==> config.mk <==
export PLATFORM = sky130hd
export DESIGN_NAME = data_island_packet_assembler_flat
export DESIGN_NICKNAME = d
export VERILOG_FILES = /design/src/rtl/data_island_packet_assembler_if.sv /design/src/rtl/data_island_packet_assembler.sv /design/src/flat_wrapper.sv
export SDC_FILE = /design/constraint.sdc
export NUM_CORES = 1
export LEC_CHECK = 0
export CAP_MARGIN = 20
export CORE_MARGIN = 10
export CORE_UTILIZATION = 48
export CTS_BUF_LIST = sky130_fd_sc_hd__clkbuf_4 sky130_fd_sc_hd__clkbuf_8 sky130_fd_sc_hd__clkbuf_16
export CTS_CLUSTER_SIZE = 20
export DETAILED_ROUTE_END_ITERATION = 10
export GPL_ROUTABILITY_DRIVEN = 1
export PLACE_DENSITY = 0.76
export SKIP_LAST_GASP = 1
export SYNTH_ARGS = -nofsm -noshare
export SYNTH_HDL_FRONTEND = slang
export SYNTH_SLANG_ARGS = --single-unit
==> constraint.sdc <==
create_clock -name clk_pixel -period 3.98 [get_ports clk_pixel]
set_input_delay 0.398 -clock clk_pixel [delete_from_list [all_inputs] [get_ports clk_pixel]]
set_output_delay 0.398 -clock clk_pixel [all_outputs]
set_load 0.01 [all_outputs]
==> src/rtl/data_island_packet_assembler_if.sv <==
`default_nettype none
// ============================================================================
//  Module   : data_island_packet_assembler_if
//  Purpose  : Packet input and serialized payload bus of the data island
//             packet assembler.
//  Revision : 1.0  initial release
// ============================================================================
interface data_island_packet_assembler_if;
  logic         data_island_period;
  logic [23:0]  header;
  logic [223:0] sub;
  logic [8:0]   packet_data;
  logic         packet_data_valid;
  logic [4:0]   counter;
  logic         packet_done;

  modport master (
    output data_island_period, header, sub,
    input  packet_data, packet_data_valid, counter, packet_done
  );

  modport slave (
    input  data_island_period, header, sub,
    output packet_data, packet_data_valid, counter, packet_done
  );
endinterface
`default_nettype wire

==> src/rtl/data_island_packet_assembler.sv <==
`default_nettype none
// ============================================================================
//  Module   : data_island_packet_assembler
//  Purpose  : Adds BCH parity to one HDMI data island packet and serializes it
//             into 32 beats of 9-bit TERC4 payload.
//  Revision : 1.0  initial release
// ============================================================================
module data_island_packet_assembler #(
  parameter logic [7:0] ECC_POLY = 8'b1000_0011
) (
  input logic clk_pixel,
  input logic reset,
  data_island_packet_assembler_if.slave bus
);

  localparam logic [4:0] c_HDR_DATA_BEATS = 5'd24;
  localparam logic [4:0] c_SUB_DATA_BEATS = 5'd28;
  localparam logic [4:0] c_LAST_BEAT      = 5'd31;

  logic [4:0]      r_b;
  logic [23:0]     r_hdr_sh;
  logic [223:0]    r_sub_sh;
  logic [7:0]      r_ecc_h;
  logic [3:0][7:0] r_ecc_s;

  logic [23:0]     w_hdr;
  logic [223:0]    w_sub;
  logic            w_hdr_bit;
  logic [7:0]      w_ecc_h_next;
  logic            w_hdr_out;
  logic [3:0][7:0] w_ecc_s_next;
  logic [3:0][1:0] w_sub_out;
  logic [8:0]      w_beat;

  function automatic logic [7:0] f_ecc_step(input logic [7:0] ecc, input logic d);
    return {1'b0, ecc[7:1]} ^ ({8{ecc[0] ^ d}} & ECC_POLY);
  endfunction

  // Beat 0 serializes straight from the live inputs while they are captured.
  assign w_hdr = (r_b == 5'd0) ? bus.header : r_hdr_sh;
  assign w_sub = (r_b == 5'd0) ? bus.sub    : r_sub_sh;

  assign w_hdr_bit    = w_hdr[r_b];
  assign w_ecc_h_next = f_ecc_step((r_b == 5'd0) ? 8'h00 : r_ecc_h, w_hdr_bit);
  // On parity beats 24..31 the low three bits of b are exactly b-24.
  assign w_hdr_out    = (r_b < c_HDR_DATA_BEATS) ? w_hdr_bit : r_ecc_h[r_b[2:0]];

  for (genvar gi = 0; gi < 4; gi++) begin : g_lane
    logic [55:0] w_lane;
    logic [1:0]  w_data;
    logic [7:0]  w_mid;

    assign w_lane = w_sub[gi*56 +: 56];
    assign w_data = w_lane[{r_b, 1'b0} +: 2];
    assign w_mid  = f_ecc_step((r_b == 5'd0) ? 8'h00 : r_ecc_s[gi], w_data[0]);
    assign w_ecc_s_next[gi] = f_ecc_step(w_mid, w_data[1]);
    assign w_sub_out[gi] = (r_b < c_SUB_DATA_BEATS) ? w_data
                                                    : r_ecc_s[gi][{r_b[1:0], 1'b0} +: 2];
  end

  always_comb begin
    w_beat    = '0;
    w_beat[0] = w_hdr_out;
    for (int i = 0; i < 4; i++) begin
      w_beat[1+i] = w_sub_out[i][0];
      w_beat[5+i] = w_sub_out[i][1];
    end
  end

  always_ff @(posedge clk_pixel) begin
    if (reset) begin
      r_b                   <= '0;
      r_hdr_sh              <= '0;
      r_sub_sh              <= '0;
      r_ecc_h               <= '0;
      r_ecc_s               <= '0;
      bus.packet_data       <= '0;
      bus.packet_data_valid <= 1'b0;
      bus.counter           <= '0;
      bus.packet_done       <= 1'b0;
    end else if (!bus.data_island_period) begin
      // Leaving the island (normally or by abort) discards any partial packet.
      r_b                   <= '0;
      r_ecc_h               <= '0;
      r_ecc_s               <= '0;
      bus.packet_data       <= '0;
      bus.packet_data_valid <= 1'b0;
      bus.counter           <= '0;
      bus.packet_done       <= 1'b0;
    end else begin
      r_b <= r_b + 5'd1;
      if (r_b == 5'd0) begin
        r_hdr_sh <= bus.header;
        r_sub_sh <= bus.sub;
      end
      if (r_b < c_HDR_DATA_BEATS) r_ecc_h <= w_ecc_h_next;
      if (r_b < c_SUB_DATA_BEATS) r_ecc_s <= w_ecc_s_next;
      bus.packet_data       <= w_beat;
      bus.packet_data_valid <= 1'b1;
      bus.counter           <= r_b;
      bus.packet_done       <= (r_b == c_LAST_BEAT);
    end
  end

endmodule
`default_nettype wire

==> src/flat_wrapper.sv <==
// flat-port wrapper written by rule: the top's interface ports become plain ports
module data_island_packet_assembler_flat 
#(
  parameter logic [7:0] ECC_POLY = 8'b1000_0011
)
  (clk_pixel, reset, bus_data_island_period, bus_header, bus_sub, bus_packet_data, bus_packet_data_valid, bus_counter, bus_packet_done);
  data_island_packet_assembler_if bus_i ();
  input logic clk_pixel;
  input logic reset;
  input wire logic [$bits(bus_i.data_island_period)-1:0] bus_data_island_period;
  input wire logic [$bits(bus_i.header)-1:0] bus_header;
  input wire logic [$bits(bus_i.sub)-1:0] bus_sub;
  output wire logic [$bits(bus_i.packet_data)-1:0] bus_packet_data;
  output wire logic [$bits(bus_i.packet_data_valid)-1:0] bus_packet_data_valid;
  output wire logic [$bits(bus_i.counter)-1:0] bus_counter;
  output wire logic [$bits(bus_i.packet_done)-1:0] bus_packet_done;
  assign bus_i.data_island_period = bus_data_island_period;
  assign bus_i.header = bus_header;
  assign bus_i.sub = bus_sub;
  assign bus_packet_data = bus_i.packet_data;
  assign bus_packet_data_valid = bus_i.packet_data_valid;
  assign bus_counter = bus_i.counter;
  assign bus_packet_done = bus_i.packet_done;
  data_island_packet_assembler #(.ECC_POLY(ECC_POLY)) u_core (.clk_pixel(clk_pixel), .reset(reset), .bus(bus_i));
endmodule
# After elaboration in Yosys (flattened, before gate mapping)

Index checks and enable logic that the tools add are counted.

$lt $le $gt $ge: 4
Shifts and indexed selects: 8
Add/sub/neg operators: 1
Mux-type cells: 17
Bitwise gates (word level): 19
Eq/ne operators: 1
Reduce and logical (&&, ||, !) cells: 2

Operators with widths:

| kind                  | count |
|---|---|
| $mux W224             | 1 |
| $shiftx A56 B7 Y2     | 4 |
| $xor A7 B8 Y8         | 9 |
| $mux W8               | 5 |
| $shiftx A8 B4 Y2      | 4 |
| $mux W24              | 1 |
| $lt A5 B5 Y1 const B  | 2 |
| $xor A1 B1 Y1         | 9 |
| $mux W2               | 4 |
| $lt A5 B6 Y1 const B  | 1 |
| $add A5 B1 Y5 const B | 1 |
| $bmux W1 S5           | 1 |
| $eq A5 B5 Y1 const B  | 1 |
| $logic_not A5 Y1      | 1 |
| $lt A3 B4 Y1 const B  | 1 |
| $mux W1               | 4 |
| $bmux W1 S3           | 1 |
| $reduce_or A2 Y1      | 1 |
| $not A1 Y1            | 1 |

Output and inout bits: 16
Bits of input ports: 251
Bits in registers: 309
Word-level logic and storage cells: 64

# Longest topological paths before layout

Gate-level depths: netlist of the first run.

Word-level depth: 7
Mapped depth: 18
Gate-level depth less buffers: 11

# Worst setup path after synthesis of the first run

OpenSTA, ideal clock, no wires.

Kind: register -> register
Start point: register u_core.r_b[1]
End point: register u_core.r_ecc_s[1] (netlist name)
Data required time: 3.847 ns
Period minus slack after synthesis: 3.884 ns
Arrival time: 3.752 ns
Path buffers: 4
Path slack: 0.096 ns
Library setup time: 0.133 ns
Stages on the path, launching flop included: 16
Cells stage by stage: dfxtp_1 > buf_2 > inv_1 > clkbuf_1 > buf_2 > ha_1 > nor4b_4 > buf_6 > mux2_1 > mux4_2 > a221oi_2 > a22oi_4 > xnor2_1 > xnor2_2 > xor2_1 > a21oi_1

Longest elaborated chain between the ends: 7
Elaborated cells between the ends (all ways): 9
Those cells by class: order compare (1); shift (1); mux (2); bitwise (4); reduce/logical (1)

RTL lines:

| what                   | RTL line                                                               | RTL |
|---|---|---|
| from (decl)            | data_island_packet_assembler.sv:20                                     | `logic [4:0] r_b;` |
| from (signal assigned) | data_island_packet_assembler.sv:91                                     | `r_b <= r_b + 5'd1;` |
| $logic_not A5 Y1       | data_island_packet_assembler.sv:41, data_island_packet_assembler.sv:55 |  |
| $mux W224              | data_island_packet_assembler.sv:41                                     | `assign w_sub = (r_b == 5'd0) ? bus.sub : r_sub_sh;` |
| $shiftx A56 B7 Y2      | data_island_packet_assembler.sv:54                                     | `assign w_data = w_lane[{r_b, 1'b0} +: 2];` |
| $xor A1 B1 Y1          | data_island_packet_assembler.sv:36                                     | `return {1'b0, ecc[7:1]} ^ ({8{ecc[0] ^ d}} & ECC_POLY);` |
| $xor A7 B8 Y8          | data_island_packet_assembler.sv:36                                     |  |
| $xor A1 B1 Y1          | data_island_packet_assembler.sv:36                                     |  |
| $xor A7 B8 Y8          | data_island_packet_assembler.sv:36                                     |  |
| to (signal assigned)   | data_island_packet_assembler.sv:97                                     | `if (r_b < c_SUB_DATA_BEATS) r_ecc_s <= w_ecc_s_next;` |
| to (decl)              | data_island_packet_assembler.sv:24                                     | `logic [3:0][7:0] r_ecc_s;` |

Parallel ways exist; a longest one is shown, timed or not.
A chain may end at the register's enable or synchronous reset.

# Final worst setup path of the first run

Start point: register u_core.r_b[0]
End point: register u_core.r_ecc_s[17] (netlist name)

Same word-level chain as after synthesis.

==> results of run 1 <==
==> worst paths after layout <==
path	startpoint	slack [ps]	cells after the start	end
setup / recovery	u_core.r_b[0]	460	13	u_core.r_ecc_s[17]
hold / removal	reset	390	2	u_core.r_sub_sh[205]
setup reg to reg	u_core.r_b[0]	460	13	u_core.r_ecc_s[17]
hold reg to reg	u_core.r_sub_sh[5]	450	2	u_core.r_sub_sh[5]
==> cell usage in the layout (no fill, tap or decap), drive strengths merged, types with 25 or more instances in the layout <==
cell type	instances
a21oi	281
o21ai	25
clkbuf	52
buf	40
dfxtp	309
nor2	70
nand2	603
clkdlybuf4s50	265
mux4	85
mux2i	33
==> registers in the layout, indices dropped and copies added (netlist names) <==
signal	flops
u_core.r_sub_sh	224
u_core.r_hdr_sh	24
u_core.r_b	5
u_core.r_ecc_s	32
u_core.bus.packet_data_valid	1
u_core.bus.packet_done	1
u_core.r_ecc_h	8
u_core.bus.counter	5
u_core.bus.packet_data	9
==> per-layer routing <==
metal / wire (um) / track usage, % / up-vias
li1: - / - / 6670
met1: 20100 / 31.6 / 6879
met2: 25100 / 41.5 / 720
met3: 4440 / 4.88 / 104
met4: 1560 / 8.42 / 0
met5: 0 / 0 / -
==> logic make-up (layout without fill, tap and decap cells) <==
group	Yosys count	after routing	share of synthesized area, %
mux	135	135	15.8
buf+inv	165	372	5.47
other cells	0	3	0
xor+xnor	31	31	1.86
compound gates	411	411	15.8
simple gates	767	767	20.6
flops	309	309	40.2
fa+ha+maj	3	3	0.244
==> metrics by stage <==
stage	util, %	hold WS [ps]	cell area (um2)
after floorplan	-	431	15400
after global placement	57.5	438	18100
after detailed placement	57.5	446	18100
after CTS	61.2	390	19300
after global routing	61.2	423	19300
final	61.2	393	19300
==> power by group <==
group / total (mW) / switching (mW) / internal, mW
clock network: 3.25 / 1.30 / 1.95
registers: 3.38 / 0.107 / 3.28
logic: 1.34 / 0.688 / 0.650
==> layout make-up <==
| type | instances | area share, % |
|---|---|---|
| multi-input cells | 1347 | 43.3 |
| flip-flops and latches | 309 | 32.1 |
| repair buffers | 306 | 15.8 |
| clock buffers | 51 | 5.39 |
| well taps | 402 | 2.60 |
| clock inverters | 9 | 0.622 |
| inverters | 6 | 0.117 |
| diodes | 3 | 0.0389 |
==> run_results.csv, run 1 <==
group,metric,value,unit
status,outcome,"finished, final reports clean",
pwr,ir_worst_vdd,0.000290,V
clocking,worst_skew_pair.late_latency,520,ps
sta,rsz0062_at_grt,"false",
critical_path,crit_chain,"inv_2 -> ha_1 -> nor4b_4 -> buf_4 -> buf_12 -> mux2i_1 -> o21ai_0 -> mux4_2 -> nand2_1 -> or4b_4 -> xnor2_2 -> xnor2_1 -> a21oi_1",
logic_synthesis,synth_most_common_cell,"nand2_1",
detailed_routing,drc,0,
clocking,hold_buffers,0,
final_layout,layout-drive-gt1-share,11.2,%
logic_synthesis,synth_edf_count,0,
detailed_routing,wl_per_cell,21.1,um
detailed_routing,vias,14373,
floorplan,dieArea,39600,um2
sta,slew_headroom,23.6,%
hold_path,min-delay-path-class,"input port to flop",
clocking,cts_setup_buffers,0,
sta,setup_viol,0,
logic_synthesis,ys_seq_area_share,40.2,%
detailed_routing,initialDrtViolationCount,1615,
clocking,tritoncts,"built",
critical_path,worstSetupPathType,"flop to flop",
sta,fmax,284,MHz
detailed_routing,routed_via_density,5.91,
critical_path,worstPathRequired,4380,ps
logic_synthesis,synth_top_area_share,40.2,%
final_layout,nFillCells,2663,
logic_synthesis,synth_seq_cells,309,
logic_synthesis,syn_nets,2075,
floorplan,ios,267,
critical_path,critPathMaxFanout,36,
final_layout,fin_cells,2433,
logic_synthesis,yosys-top-cells-count,"nand2_1, dfxtp_1, a21oi_1, clkbuf_1, mux4_2",
logic_synthesis,yosysTopAreaCell,"dfxtp_1",
critical_path,crit_path_end_kind,"flop",
clocking,numCtsBuffers,34,
detailed_routing,postRouteWirelength,51.3,mm
sta,drv_slew,0,
clocking,cts_sinks,309,
critical_path,critPathArrivalTime,3910,ps
global_routing,grt_pass1_wl,78.5,mm
sta,tns,0,ps
placement,dp_slack,545,ps
final_layout,multi_input_area,8370,um2
logic_synthesis,synth_async_sr_flop_share,0,%
floorplan,fp-row-count,65,
logic_synthesis,synthDistinctLibCells,78,
floorplan,core_area,31600,um2
final_layout,syn2layout_area_growth,25.5,%
clocking,clk_pin_slew,60,ps
global_routing,antenna_found_initial,2,
global_routing,track_usage,24.9,%
logic_synthesis,synth_ff_type,"dfxtp_1",
job,maxCapViolations,0,
detailed_routing,ant_nets,0,
clocking,cts-resized-gates,0,
placement,place.gp.congestion,0.895,
logic_synthesis,netlist_area,15400,um2
critical_path,cp-start-kind,"flop",
critical_path,crit_buf_inv,3,
floorplan,dieHeight,199,um
floorplan,initial_core_util,48.8,%
sta,tightest_slew,1150,ps
placement,dp.cells,2370,
final_layout,regArea,6190,um2
placement,dp_hpwl,35.7,mm
logic_synthesis,synth.avg_cell_area,8.45,um2
final_layout,fin_nets,2258,
global_routing,overflow,0,
sta,timing.final.ws_setup,465,ps
pwr,p_leak,7.11,nW
floorplan,die_x,199,um
critical_path,cp_top_family,"simple AND/OR/NAND/NOR gates",
logic_synthesis,yosys_warnings,0,
global_routing,grt_pass1_vias,14049,
clocking,cts_root_buf,"clkbuf_16",
critical_path,cpPeakStageDelay,510,ps
clocking,htree_num_levels,2,
global_routing,grt_max_degree,180,
logic_synthesis,synth_area_leaders,"dfxtp_1, nand2_1, mux4_2",
clocking,ctsLongestPathBuffers,3,
sta,layout_worst_path_cycle_share,88.3,%
placement,io_buffers,266,
sta,hold_violations,0,
sta,min_period,3520,ps
logic_synthesis,syn-instance-count,1821,
sta,fin_worst_skew,9.20,ps
pwr,totalPowerFinal,7.97,mW
pwr,power_density,413,nW/um2
critical_path,crit_slowest_cell,"or4b_4",
detailed_routing,dr.pass1.iters,6,
Power figures use the tool's default switching activity.
==> run 2, diff against run 1 <==
- TNS_END_PERCENT: not set -> 1
==> results of run 2 <==
Final layout, timing and power as in run 1 (identical DEF).
